**src/rtl/keypad_pkg.sv**
```systemverilog
// Shared definitions for the keypad entry block: key codes, FSM encoding, helpers.
package keypad_pkg;

    localparam int unsigned MAX_DIGITS          = 4;
    localparam int unsigned SCAN_DIV_DEF        = 4;
    localparam int unsigned DEBOUNCE_CYCLES_DEF = 8;

    localparam logic [3:0] KEY_ENTER = 4'hA;
    localparam logic [3:0] KEY_CLEAR = 4'hB;
    localparam logic [3:0] KEY_BKSP  = 4'hC;

    typedef enum logic [1:0] {
        ST_SCAN     = 2'd0,
        ST_DEBOUNCE = 2'd1,
        ST_HELD     = 2'd2,
        ST_RELEASE  = 2'd3
    } kp_state_t;

    // Index of the lowest set bit; also turns a one-hot column into its index.
    function automatic logic [1:0] lowest_idx(input logic [3:0] v);
        if (v[0])      return 2'd0;
        else if (v[1]) return 2'd1;
        else if (v[2]) return 2'd2;
        else           return 2'd3;
    endfunction

    // Rotate the column drive left by one position.
    function automatic logic [3:0] rotl(input logic [3:0] v);
        return {v[2:0], v[3]};
    endfunction

endpackage

```
**src/rtl/kp_debounce.sv**
```systemverilog
// Stable-level counter shared by the press and release phases of the keypad FSM.
module kp_debounce #(
    parameter int unsigned CYCLES = 8
) (
    input  logic clk,
    input  logic rst,
    input  logic load,
    input  logic en,
    input  logic lvl,
    output logic stable_c
);

    localparam int unsigned CNT_W = $clog2(CYCLES + 1);

    logic [CNT_W-1:0] cnt;

    // Load starts a press at one sample; otherwise count consecutive lvl=1 clocks, saturating.
    always_ff @(posedge clk or posedge rst) begin
        if (rst) begin
            cnt <= '0;
        end else if (load) begin
            cnt <= CNT_W'(1);
        end else if (!en || !lvl) begin
            cnt <= '0;
        end else if (cnt != CNT_W'(CYCLES)) begin
            cnt <= cnt + CNT_W'(1);
        end
    end

    assign stable_c = (cnt == CNT_W'(CYCLES));

endmodule

```
**src/rtl/keypad_entry.sv**
```systemverilog
// 4x4 keypad scanner with debounce and a 4-digit BCD entry buffer.
// Optional macro KEYPAD_AUTO_ENTER_EN: the fourth digit implies an ENTER on the same edge.
module keypad_entry
    import keypad_pkg::*;
#(
    parameter int unsigned SCAN_DIV        = SCAN_DIV_DEF,
    parameter int unsigned DEBOUNCE_CYCLES = DEBOUNCE_CYCLES_DEF
) (
    input  logic        clk,
    input  logic        rst,
    input  logic [3:0]  row,
    output logic [3:0]  col,
    output logic [15:0] digits,
    output logic [2:0]  ndig,
    output logic        key_strobe,
    output logic [3:0]  key_code,
    output logic [15:0] operand,
    output logic        operand_valid
);

    localparam int unsigned DIV_W = (SCAN_DIV > 1) ? $clog2(SCAN_DIV) : 1;

    kp_state_t        state;
    logic [DIV_W-1:0] div_cnt;
    logic [1:0]       row_idx;
    logic [1:0]       col_idx;
    logic [3:0]       code;
    logic             sample;
    logic             db_load;
    logic             db_en;
    logic             db_lvl;
    logic             db_stable;

    assign code    = {row_idx, col_idx};
    assign sample  = (div_cnt == DIV_W'(SCAN_DIV - 1));
    assign db_load = (state == ST_SCAN) && sample && (row != 4'h0);
    assign db_en   = (state == ST_DEBOUNCE) || (state == ST_RELEASE);
    // Press phase counts closed samples, release phase counts open ones.
    assign db_lvl  = (state == ST_RELEASE) ? ~row[row_idx] : row[row_idx];

    kp_debounce #(.CYCLES(DEBOUNCE_CYCLES)) u_debounce (
        .clk      (clk),
        .rst      (rst),
        .load     (db_load),
        .en       (db_en),
        .lvl      (db_lvl),
        .stable_c (db_stable)
    );

    // Scan rotation, key FSM and digit buffer, all registered.
    always_ff @(posedge clk or posedge rst) begin
        if (rst) begin
            state         <= ST_SCAN;
            div_cnt       <= '0;
            col           <= 4'b0001;
            row_idx       <= 2'd0;
            col_idx       <= 2'd0;
            digits        <= 16'h0000;
            ndig          <= 3'd0;
            key_strobe    <= 1'b0;
            key_code      <= 4'h0;
            operand       <= 16'h0000;
            operand_valid <= 1'b0;
        end else begin
            key_strobe    <= 1'b0;
            operand_valid <= 1'b0;
            case (state)
                ST_SCAN: begin
                    if (sample) begin
                        div_cnt <= '0;
                        if (row != 4'h0) begin
                            row_idx <= lowest_idx(row);
                            col_idx <= lowest_idx(col);
                            state   <= ST_DEBOUNCE;
                        end else begin
                            col <= rotl(col);
                        end
                    end else begin
                        div_cnt <= div_cnt + DIV_W'(1);
                    end
                end
                ST_DEBOUNCE: begin
                    if (db_stable) begin
                        state <= ST_HELD;
                    end else if (!row[row_idx]) begin
                        state   <= ST_SCAN;
                        col     <= rotl(col);
                        div_cnt <= '0;
                    end
                end
                ST_HELD: begin
                    key_strobe <= 1'b1;
                    key_code   <= code;
                    state      <= ST_RELEASE;
                    if (code <= 4'd9) begin
                        if (ndig < 3'(MAX_DIGITS)) begin
`ifdef KEYPAD_AUTO_ENTER_EN
                            if (ndig == 3'(MAX_DIGITS - 1)) begin
                                operand       <= {digits[11:0], code};
                                operand_valid <= 1'b1;
                                digits        <= 16'h0000;
                                ndig          <= 3'd0;
                            end else begin
                                digits <= {digits[11:0], code};
                                ndig   <= ndig + 3'd1;
                            end
`else
                            digits <= {digits[11:0], code};
                            ndig   <= ndig + 3'd1;
`endif
                        end
                    end else if (code == KEY_ENTER) begin
                        operand       <= digits;
                        operand_valid <= 1'b1;
                        digits        <= 16'h0000;
                        ndig          <= 3'd0;
                    end else if (code == KEY_CLEAR) begin
                        digits <= 16'h0000;
                        ndig   <= 3'd0;
                    end else if (code == KEY_BKSP) begin
                        if (ndig != 3'd0) begin
                            digits <= {4'h0, digits[15:4]};
                            ndig   <= ndig - 3'd1;
                        end
                    end
                end
                ST_RELEASE: begin
                    if (db_stable) begin
                        state   <= ST_SCAN;
                        col     <= rotl(col);
                        div_cnt <= '0;
                    end
                end
                default: state <= ST_SCAN;
            endcase
        end
    end

endmodule

```
**config.mk**
```make
export PLATFORM = sky130hd
export DESIGN_NAME = keypad_entry
export DESIGN_NICKNAME = d
export VERILOG_FILES = /design/src/rtl/keypad_pkg.sv /design/src/rtl/kp_debounce.sv /design/src/rtl/keypad_entry.sv
export SDC_FILE = /design/constraint.sdc
export NUM_CORES = 1
export LEC_CHECK = 0
export ABC_AREA = 0
export BUFFER_PORTS_ARGS = -buffer_cell sky130_fd_sc_hd__buf_2
export CORE_AREA = 5 5 79 81
export DETAILED_ROUTE_END_ITERATION = 8
export DIE_AREA = 0 0 84 86
export HOLD_SLACK_MARGIN = 0.02
export PLACE_DENSITY = 0.72
export SLEW_MARGIN = 0
export SYNTH_ARGS = -nofsm -noshare
export SYNTH_HDL_FRONTEND = slang
export SYNTH_HIERARCHICAL = 1
export SYNTH_SLANG_ARGS = --single-unit
```
**constraint.sdc**
```tcl
create_clock -name clk -period 5.5 [get_ports clk]
set_clock_uncertainty 0.1 [all_clocks]
set_input_delay 1.65 -clock clk [delete_from_list [all_inputs] [get_ports clk]]
set_output_delay 1.65 -clock clk [all_outputs]
set_load 0.02 [all_outputs]
```
# --- After elaboration in Yosys (flattened, before gate mapping) ---
# Index checks and enable logic that the tools add are counted.
totals:
  reg_bits: 57
  out_inout_bits: 45
  inputBits: 6
  elab_cells: 100
classes:
  n_addsub: 4
  bitwise: 2
  reduce_logical: 19
  eq_ne: 17
  n_lt_le_gt_ge: 3
  n_mux: 43
ops:
  columns: ["op", "count"]
  rows:
  - ["$mux 16", 6]
  - ["$mux 4", 8]
  - ["$mux 2", 11]
  - ["$mux 3", 6]
  - ["$eq 4x4->1 const B", 4]
  - ["$pmux 4 s3", 1]
  - ["$reduce_and 4->1", 3]
  - ["$reduce_bool 4->1", 3]
  - ["$ne 2x2->1 const B", 5]
  - ["$reduce_bool 3->1", 3]
  - ["$mux 1", 8]
  - ["$pmux 2 s4", 1]
  - ["$eq 2x2->1 const B", 3]
  - ["$pmux 2 s3", 1]
  - ["$reduce_and 3->1", 2]
  - ["$reduce_and 6->1", 1]
  - ["$add 4x1->4 const B", 1]
  - ["$le 4x4->1 const B", 1]
  - ["$ne 2x1->1 const B", 2]
  - ["$ne 4x4->1 const B", 1]
  - ["$add 3x1->3 const B", 1]
  - ["$lt 2x3->1 const B", 1]
  - ["$lt 3x3->1 const B", 1]
  - ["$ne 3x3->1 const B", 1]
  - ["9 further kinds", 13]

# --- Logic depth before layout (Yosys ltp) ---
# Gate-level depths: netlist (run 1).
logic_depth:
  ltp_word: 8
  depth_mapped: 8
  ltp_nobuf: 8

# --- Cells and area by module ---
# Netlist (run 1), hierarchy kept.
by_module_without_submodules:
  columns: ["module", "seq_area_each_um2", "cells_per_inst", "area_each_um2", "n_inst"]
  rows:
  - ["keypad_entry", 1327.5, 202, 2419.8, 1]
  - ["kp_debounce", 100.1, 21, 230.2, 1]

# --- Worst setup path before layout (run 1) ---
# Ideal clock, no wire load.
synth_timing:
  path_type: "input to register"
  startpoint: "input row[1]"
  endpoint: "register col[2]"
  required_ns: 5.272
  path_buffers: 0
  cell_stages: 4
  setup_slack_ns: 2.357
  t_arrival_ns: 2.915
  cell_sequence: "or4_1 -> nor3b_1 -> o21a_4 -> mux2_1"
synth_between:
  elab_chain_cells: 4
  elab_cells_between_ends: 6
synth_rtl:
  columns: ["element", "line_no", "source"]
  rows:
  - ["start: declaration", "keypad_entry.sv:11", "input logic [3:0] row,"]
  - ["$bmux 1 s2", "keypad_entry.sv:85", "end else if (!row[row_idx]) begin"]
  - ["$mux 1 (not written as such)", "keypad_entry.sv:85", null]
  - ["$ne 2x2->1 (no line)", null, null]
  - ["$reduce_and 6->1 (no line) (*)", null, null]
  - ["end signal: assignment", "keypad_entry.sv:76", "col <= rotl(col);"]
  - ["end signal: assignment", "keypad_entry.sv:87", "col <= rotl(col);"]
  - ["end signal: assignment", "keypad_entry.sv:130", "col <= rotl(col);"]
  - ["end: declaration", "keypad_entry.sv:12", "output logic [3:0] col,"]
# Mark *: on every way between the ends. The rest lies on a longest branch, timed or not. The select of a mux whose other input is x is not followed.
# A chain may end at the register's enable or synchronous reset.

# --- Worst setup path after layout (run 1) ---
layout_timing:
  startpoint: "input row[1]"
  endpoint: "register col[1]"
# Same word-level chain as after synthesis.

==> metrics.cfg, run 1 <==
[routing]
drtAntennaViolNets = 0
route.met3.wl_um = 202
drt_first_pass_iters = 5
wl_per_cell_um = 14.7
via_per_inst = 5.11
dr_wl_met2_mm = 2.43
highest_layer = met4
drc = 0
drt_iter0_drc = 87
postRouteWirelength_mm = 5.14
wl_met1_mm = 2.37
vias = 1789

[timing]
relSlewSlack_pct = 56.7
hold_slack_ns = 0.375
setup_viol = 0
timing.fmax_mhz = 336
rsz0062_at_grt = no
fin_crit_ns = 2.97
finalMaxSlewViolations = 0
worst_pin_slew_ns = 0.647
fin_crit_sh_pct = 54.1
hold_viol = 0
fin_tns_setup_ns = 0

[min_path]
hold_class = reg2reg
hold_depth = 2

[synthesis]
yosysTopAreaCell = dfrtp_1
synth.ff_latch_count = 57
synth_area_leaders = dfrtp_1 (53%), mux2_2 (11%), nand2_1 (4.2%)
syn_inst = 223
syn_nets = 235
synth_top_cell_area_share_pct = 52.9
synth_cell_types = 42
netlist_area_sq_mm = 0.00265
synthArstFlopShare_pct = 100
syn_avg_cell_area_sq_um = 11.9
ys.flop_type = dfrtp_1
synth-warning-count = 6
synth_edf_count = 0
ys_seq_area_share_pct = 53.9

[outcome]
outcome = complete, no violations

[critical_path]
rr_worst_depth = 4
cp_max_fo = 4
worst_setup_path_end_kind = flip-flop
worstPathArrival_ns = 3.08
start_kind = primary input
cp_data_required_time_ns = 5.61
critical_path_class = in2reg

[global_route]
antenna_found_initial = 0
grt_max_degree = 54
grt_pass1_vias = 1789
overflow = 0
grtUsageTotal_pct = 15.7
grt_first_pass_wirelength_mm = 8.90

[clock_network]
clkTransAtPathRegs_ns = 0.06
cts.sinks = 57
numCtsBuffers = 9
post-cts-setup-buffer-count = 0
clock_latency_ns = 0.33
cts_resized = 0
hold_buffers = 0
cts-root-buf = clkbuf_8
htree_num_levels = 3
clockBufferDepth = 2
cts_tree = built

[placement]
place_congestion = 0.817
port-buffer-count = 50
place.detailed.hpwl_mm = 3.57

[floorplan]
start_util_pct = 49.0
die_h_um = 86
die_area_sq_mm = 0.00722
num_io_pins = 51
dieWidth_um = 84
core_area_sq_mm = 0.00541
row_count = 27

[final_layout]
fillers = 488
drive_above_1_share_pct = 36.3
area_growth_pct = 17.5
nets = 287
insertedDiodeCount = 0

[power]
p_seq_share_pct = 48.4
p_per_area_mw_per_mm2 = 318
switching_share_pct = 28.6
p_leak_nw = 1.67
p_clk_share_pct = 33.2
power.internal_uw = 708
switchingPower_uw = 283
p_comb_share_pct = 18.5
irDropWorstVdd_mv = 0.186

[flow_run]
cap_violations = 0

## per-stage QoR
| step | power, mW | util, % | setup WS, ns | area, sq um | std cells |
|---|---|---|---|---|---|
| after CTS | 1.00 | 57.6 | 2.53 | 3110 | 350 |
| after global placement | 0.664 | 54.6 | 2.19 | 2950 | 336 |
| after global routing | 1.05 | 57.6 | 2.44 | 3110 | 350 |
| after detailed placement | 0.671 | 54.6 | 2.18 | 2950 | 336 |
| final | 0.992 | 57.6 | 2.53 | 3110 | 350 |
| after floorplan | 0.632 | - | 2.36 | 2650 | 223 |
## flip-flops by register name (all words and copies together) (netlist names), 2 cells and up, named ones only
register        count
ndig                3
digits             16
div_cnt             2
operand            16
key_code            4
col_idx             2
row_idx             2
u_debounce/cnt      4
col                 4
## synthesized netlist by cell type (2+ instances only)
master    instances
a21oi_1           4
nor3b_1           2
mux2_2           27
and3_1            2
a22o_1            8
nor3_1            2
mux2i_1           6
nor2b_1           3
clkbuf_1          3
nor2_1            6
mux2_1            4
inv_1            16
o21ai_0          13
buf_2             6
ha_1              6
xnor2_1           4
nand2_1          30
o31ai_4           2
dfrtp_1          56
## cell usage in the layout, fill, tap and decap left out, types with 3 or more instances in the layout
master    count
buf_2        50
a21oi_1       4
o21ai_0      13
inv_1        15
mux2_1        4
clkbuf_8     11
mux2_2       27
xnor2_1       4
nor2_1        6
dfrtp_1      56
nor2b_1       3
a22o_1        8
mux2i_1       6
ha_1          6
nand2_1      30
clkbuf_1      3
## routing by layer
metal  vias up  GRT usage (%)
met2        39           23.9
met1       873           20.4
met4         0           9.36
met3        10           3.94
met5         -              0
li1        867              -
## cells by family (layout without fill, tap and decap cells)
logic type	after synthesis	in the layout	share of synthesized area, %
DFF	57	57	53.9
and+or+nand+nor	53	53	10.4
xor gates and xnor gates	5	5	1.65
adders and majority gates	6	6	2.83
muxes	38	38	16.3
buffers and inverters	28	83	4.53
AOI/OAI and AO/OA	36	36	10.4
## critical path, cell delays in order
cell,delay [ns]
buf_2,0.11
or4_1,0.56
nor3b_1,0.26
o21a_4,0.18
mux2_1,0.31
## area by class of cell
class | instances | area [sq um] | share of cell area, %
repair buffers | 52 | 265 | 8.52
clock buffers | 14 | 163 | 5.22
inverters | 17 | 66.3 | 2.13
multi-input cells | 138 | 1100 | 35.4
well taps | 72 | 90.1 | 2.89
flip-flops and latches | 57 | 1430 | 45.8
## power groups by stage
stage                     logic (mW)  registers, mW  clock network (mW)
final                          0.183          0.480               0.329
after global routing           0.203          0.484               0.363
after CTS                      0.184          0.479               0.338
after detailed placement       0.185          0.486                   0
after global placement         0.178          0.486                   0
after floorplan                0.169          0.464                   0
## worst paths after layout
kind                       slack, ns                       endpoint              startpoint
setup / recovery                2.53             col[1]$_DFFE_PP0P_                  row[1]
hold / removal                  0.38         operand[2]$_DFFE_PP0P_  operand[2]$_DFFE_PP0P_
setup reg to reg                3.22         operand[0]$_DFFE_PP0P_               flip-flop
hold reg to reg                 0.38         operand[2]$_DFFE_PP0P_  operand[2]$_DFFE_PP0P_
max in group asynchronous       3.47         operand[9]$_DFFE_PP0P_                     rst
min in group asynchronous       1.11  u_debounce/cnt[0]$_DFFE_PP0P_                     rst
Power figures use the tool's default switching activity.
==> run 2, diff against run 1 <==
--- a/config.mk
+++ b/config.mk
@@ -7,11 +7,11 @@
 export LEC_CHECK = 0
 export ABC_AREA = 0
 export BUFFER_PORTS_ARGS = -buffer_cell sky130_fd_sc_hd__buf_2
-export CORE_AREA = 5 5 79 81
+export CORE_AREA = 5 5 80 82
 export DETAILED_ROUTE_END_ITERATION = 8
-export DIE_AREA = 0 0 84 86
+export DIE_AREA = 0 0 85 87
 export HOLD_SLACK_MARGIN = 0.02
-export PLACE_DENSITY = 0.72
+export PLACE_DENSITY = 0.73
 export SLEW_MARGIN = 0
 export SYNTH_ARGS = -nofsm -noshare
 export SYNTH_HDL_FRONTEND = slang
==> constraint.sdc (replaced) <==
create_clock -name clk -period 2.7 [get_ports clk]
set_clock_uncertainty 0.1 [all_clocks]
set_input_delay 0.81 -clock clk [delete_from_list [all_inputs] [get_ports clk]]
set_output_delay 0.81 -clock clk [all_outputs]
set_load 0.02 [all_outputs]
==> run 2 against run 1 <==
Clock-buffer cell count fell by 1; critical path depth stayed put; routed wire length is 1.3% lower; setup slack lost 2.0 ns; non-clock buffer count grew 1; final cell count grew 1.4%; die area increased by 2.4%; critical path type unchanged.
==> metrics.cfg, run 2 (synthesis gave the netlist of run 1 again) <==
[critical_path]
r2r-start = row_idx[0]$_DFFE_PP0P_
start_kind = primary input
r2r_slack_ns = 0.58
r2r_end = digits[11]$_DFFE_PP0P_
critical_path_class = in2reg
rr_worst_depth = 4
worstPathArrival_ns = 2.27
worst_setup_path_end_kind = flip-flop
cp_data_required_time_ns = 2.81
cp_max_fo = 4

[timing]
rsz0062_at_grt = no
fin_tns_setup_ns = 0
timing.fmax_mhz = 463
worst_pin_slew_ns = 0.532
fin_crit_ns = 2.16
hold_viol = 0
finalMaxSlewViolations = 0
relSlewSlack_pct = 64.5
fin_crit_sh_pct = 80.0
setup_viol = 0

[clock_network]
post-cts-setup-buffer-count = 0
cts-root-buf = clkbuf_8
cts_resized = 0
clkTransAtPathRegs_ns = 0.06
clockBufferDepth = 2
hold_buffers = 0
cts_tree = built
cts.sinks = 57
htree_num_levels = 3
numCtsBuffers = 9
clock_latency_ns = 0.33

[routing]
wl_per_cell_um = 14.3
drt_iter0_drc = 99
via_per_inst = 5.08
vias = 1803
drtAntennaViolNets = 0
drt_first_pass_iters = 5
postRouteWirelength_mm = 5.08
drc = 0

[power]
power_mw = 2.07
switching_share_pct = 28.8
p_clk_share_pct = 34.8
switchingPower_uw = 595
power.internal_mw = 1.47
p_per_area_mw_per_mm2 = 655
p_comb_share_pct = 18.0
p_seq_share_pct = 47.2
irDropWorstVdd_mv = 0.290
p_leak_nw = 1.69

[final_layout]
layoutNonFillerInstCount = 355
insertedDiodeCount = 0
most-common-layout-cells = dfrtp_1 (56), buf_2 (50), nand2_1 (30)
fillers = 519
final_area_sq_mm = 0.00316
seq_area_sq_mm = 0.00143
nets = 288
area_growth_pct = 19.1
mostFrequentLayoutCell = dfrtp_1
multiInputGateArea_sq_mm = 0.00110
top_regs = digits: 16 flops, operand: 16 flops
drive_above_1_share_pct = 37.5

[floorplan]
num_io_pins = 51
die_area_sq_mm = 0.00740
core_area_sq_mm = 0.00568
start_util_pct = 46.7
die_h_um = 87
dieWidth_um = 85
row_count = 28

[min_path]
hold_class = in2async

[placement]
port-buffer-count = 50
post_dp_cell_area_sq_mm = 0.00298
place_congestion = 0.835
place.detailed.hpwl_mm = 3.57
dp.cells = 340

[global_route]
overflow = 0
antenna_found_initial = 0
grt_max_degree = 32
grt_first_pass_wirelength_mm = 8.55
grtUsageTotal_pct = 15.1
grt_pass1_vias = 1744

[outcome]
outcome = complete, no violations

[flow_run]
cap_violations = 0

==> run 2: changes by cell type in the layout (fill, tap and decap cells not counted) <==
cell        previous run  this run
clkinvlp_4             0         1
clkbuf_1               3         1
buf_12                 0         1
clkinv_2               0         1
clkbuf_8              11        12
==> run 2: routing by layer <==
layer	GRT usage (%)	vias up	wire, um
li1	-	870	-
met5	0	-	0
met2	21.5	43	2390
met1	20.6	882	2290
met4	7.34	0	91
met3	5.01	8	302
==> run 2: worst max path at each step <==
| stage | slack [ns] | endpoint | start |
|---|---|---|---|
| final | 0.54 | col[3]$_DFFE_PP0P_ | row[1] |
| after global routing | 0.41 | digits[8]$_DFFE_PP0P_ | row_idx[0]$_DFFE_PP0P_ |
| after CTS | 0.56 | col[1]$_DFFE_PP0P_ | row[1] |
| after detailed placement | 0.20 | col[2]$_DFFE_PP0P_ | row[1] |
| after floorplan | 0.40 | col[2]$_DFFE_PP0P_ | row[1] |
| after global placement | 0.23 | col[1]$_DFFE_PP0P_ | row[1] |
==> run 2: area by class of cell <==
| cell class | instances | area share, % |
|---|---|---|
| repair buffers | 53 | 9.04 |
| inverters | 17 | 2.10 |
| clock inverters | 2 | 0.396 |
| multi-input cells | 138 | 34.9 |
| well taps | 75 | 2.97 |
| clock buffers | 13 | 5.35 |
| flip-flops and latches | 57 | 45.2 |
==> run 2: critical path, cell delays in order <==
cell and delay, ns:
buf_2 0.11, or4_1 0.57, nor3b_1 0.28, o21a_4 0.18, mux2_1 0.31
==> run 2: per-stage QoR <==
stage	hold WS [ns]	util [%]	setup slack (ns)
final	0.265	55.6	0.539
after global routing	0.271	55.6	0.407
after CTS	0.252	55.6	0.561
after detailed placement	0.363	52.4	0.198
after global placement	0.358	52.4	0.231
after floorplan	0.370	-	0.397
==> run 2: power by group through the flow <==
stage | registers [mW] | logic [mW] | clock network, mW
2_1_floorplan | 0.945 | 0.343 | 0
3_3_place_gp | 0.989 | 0.365 | 0
3_5_place_dp | 0.992 | 0.375 | 0
4_1_cts | 0.976 | 0.377 | 0.743
5_1_grt | 0.990 | 0.425 | 0.779
6_report | 0.977 | 0.373 | 0.719
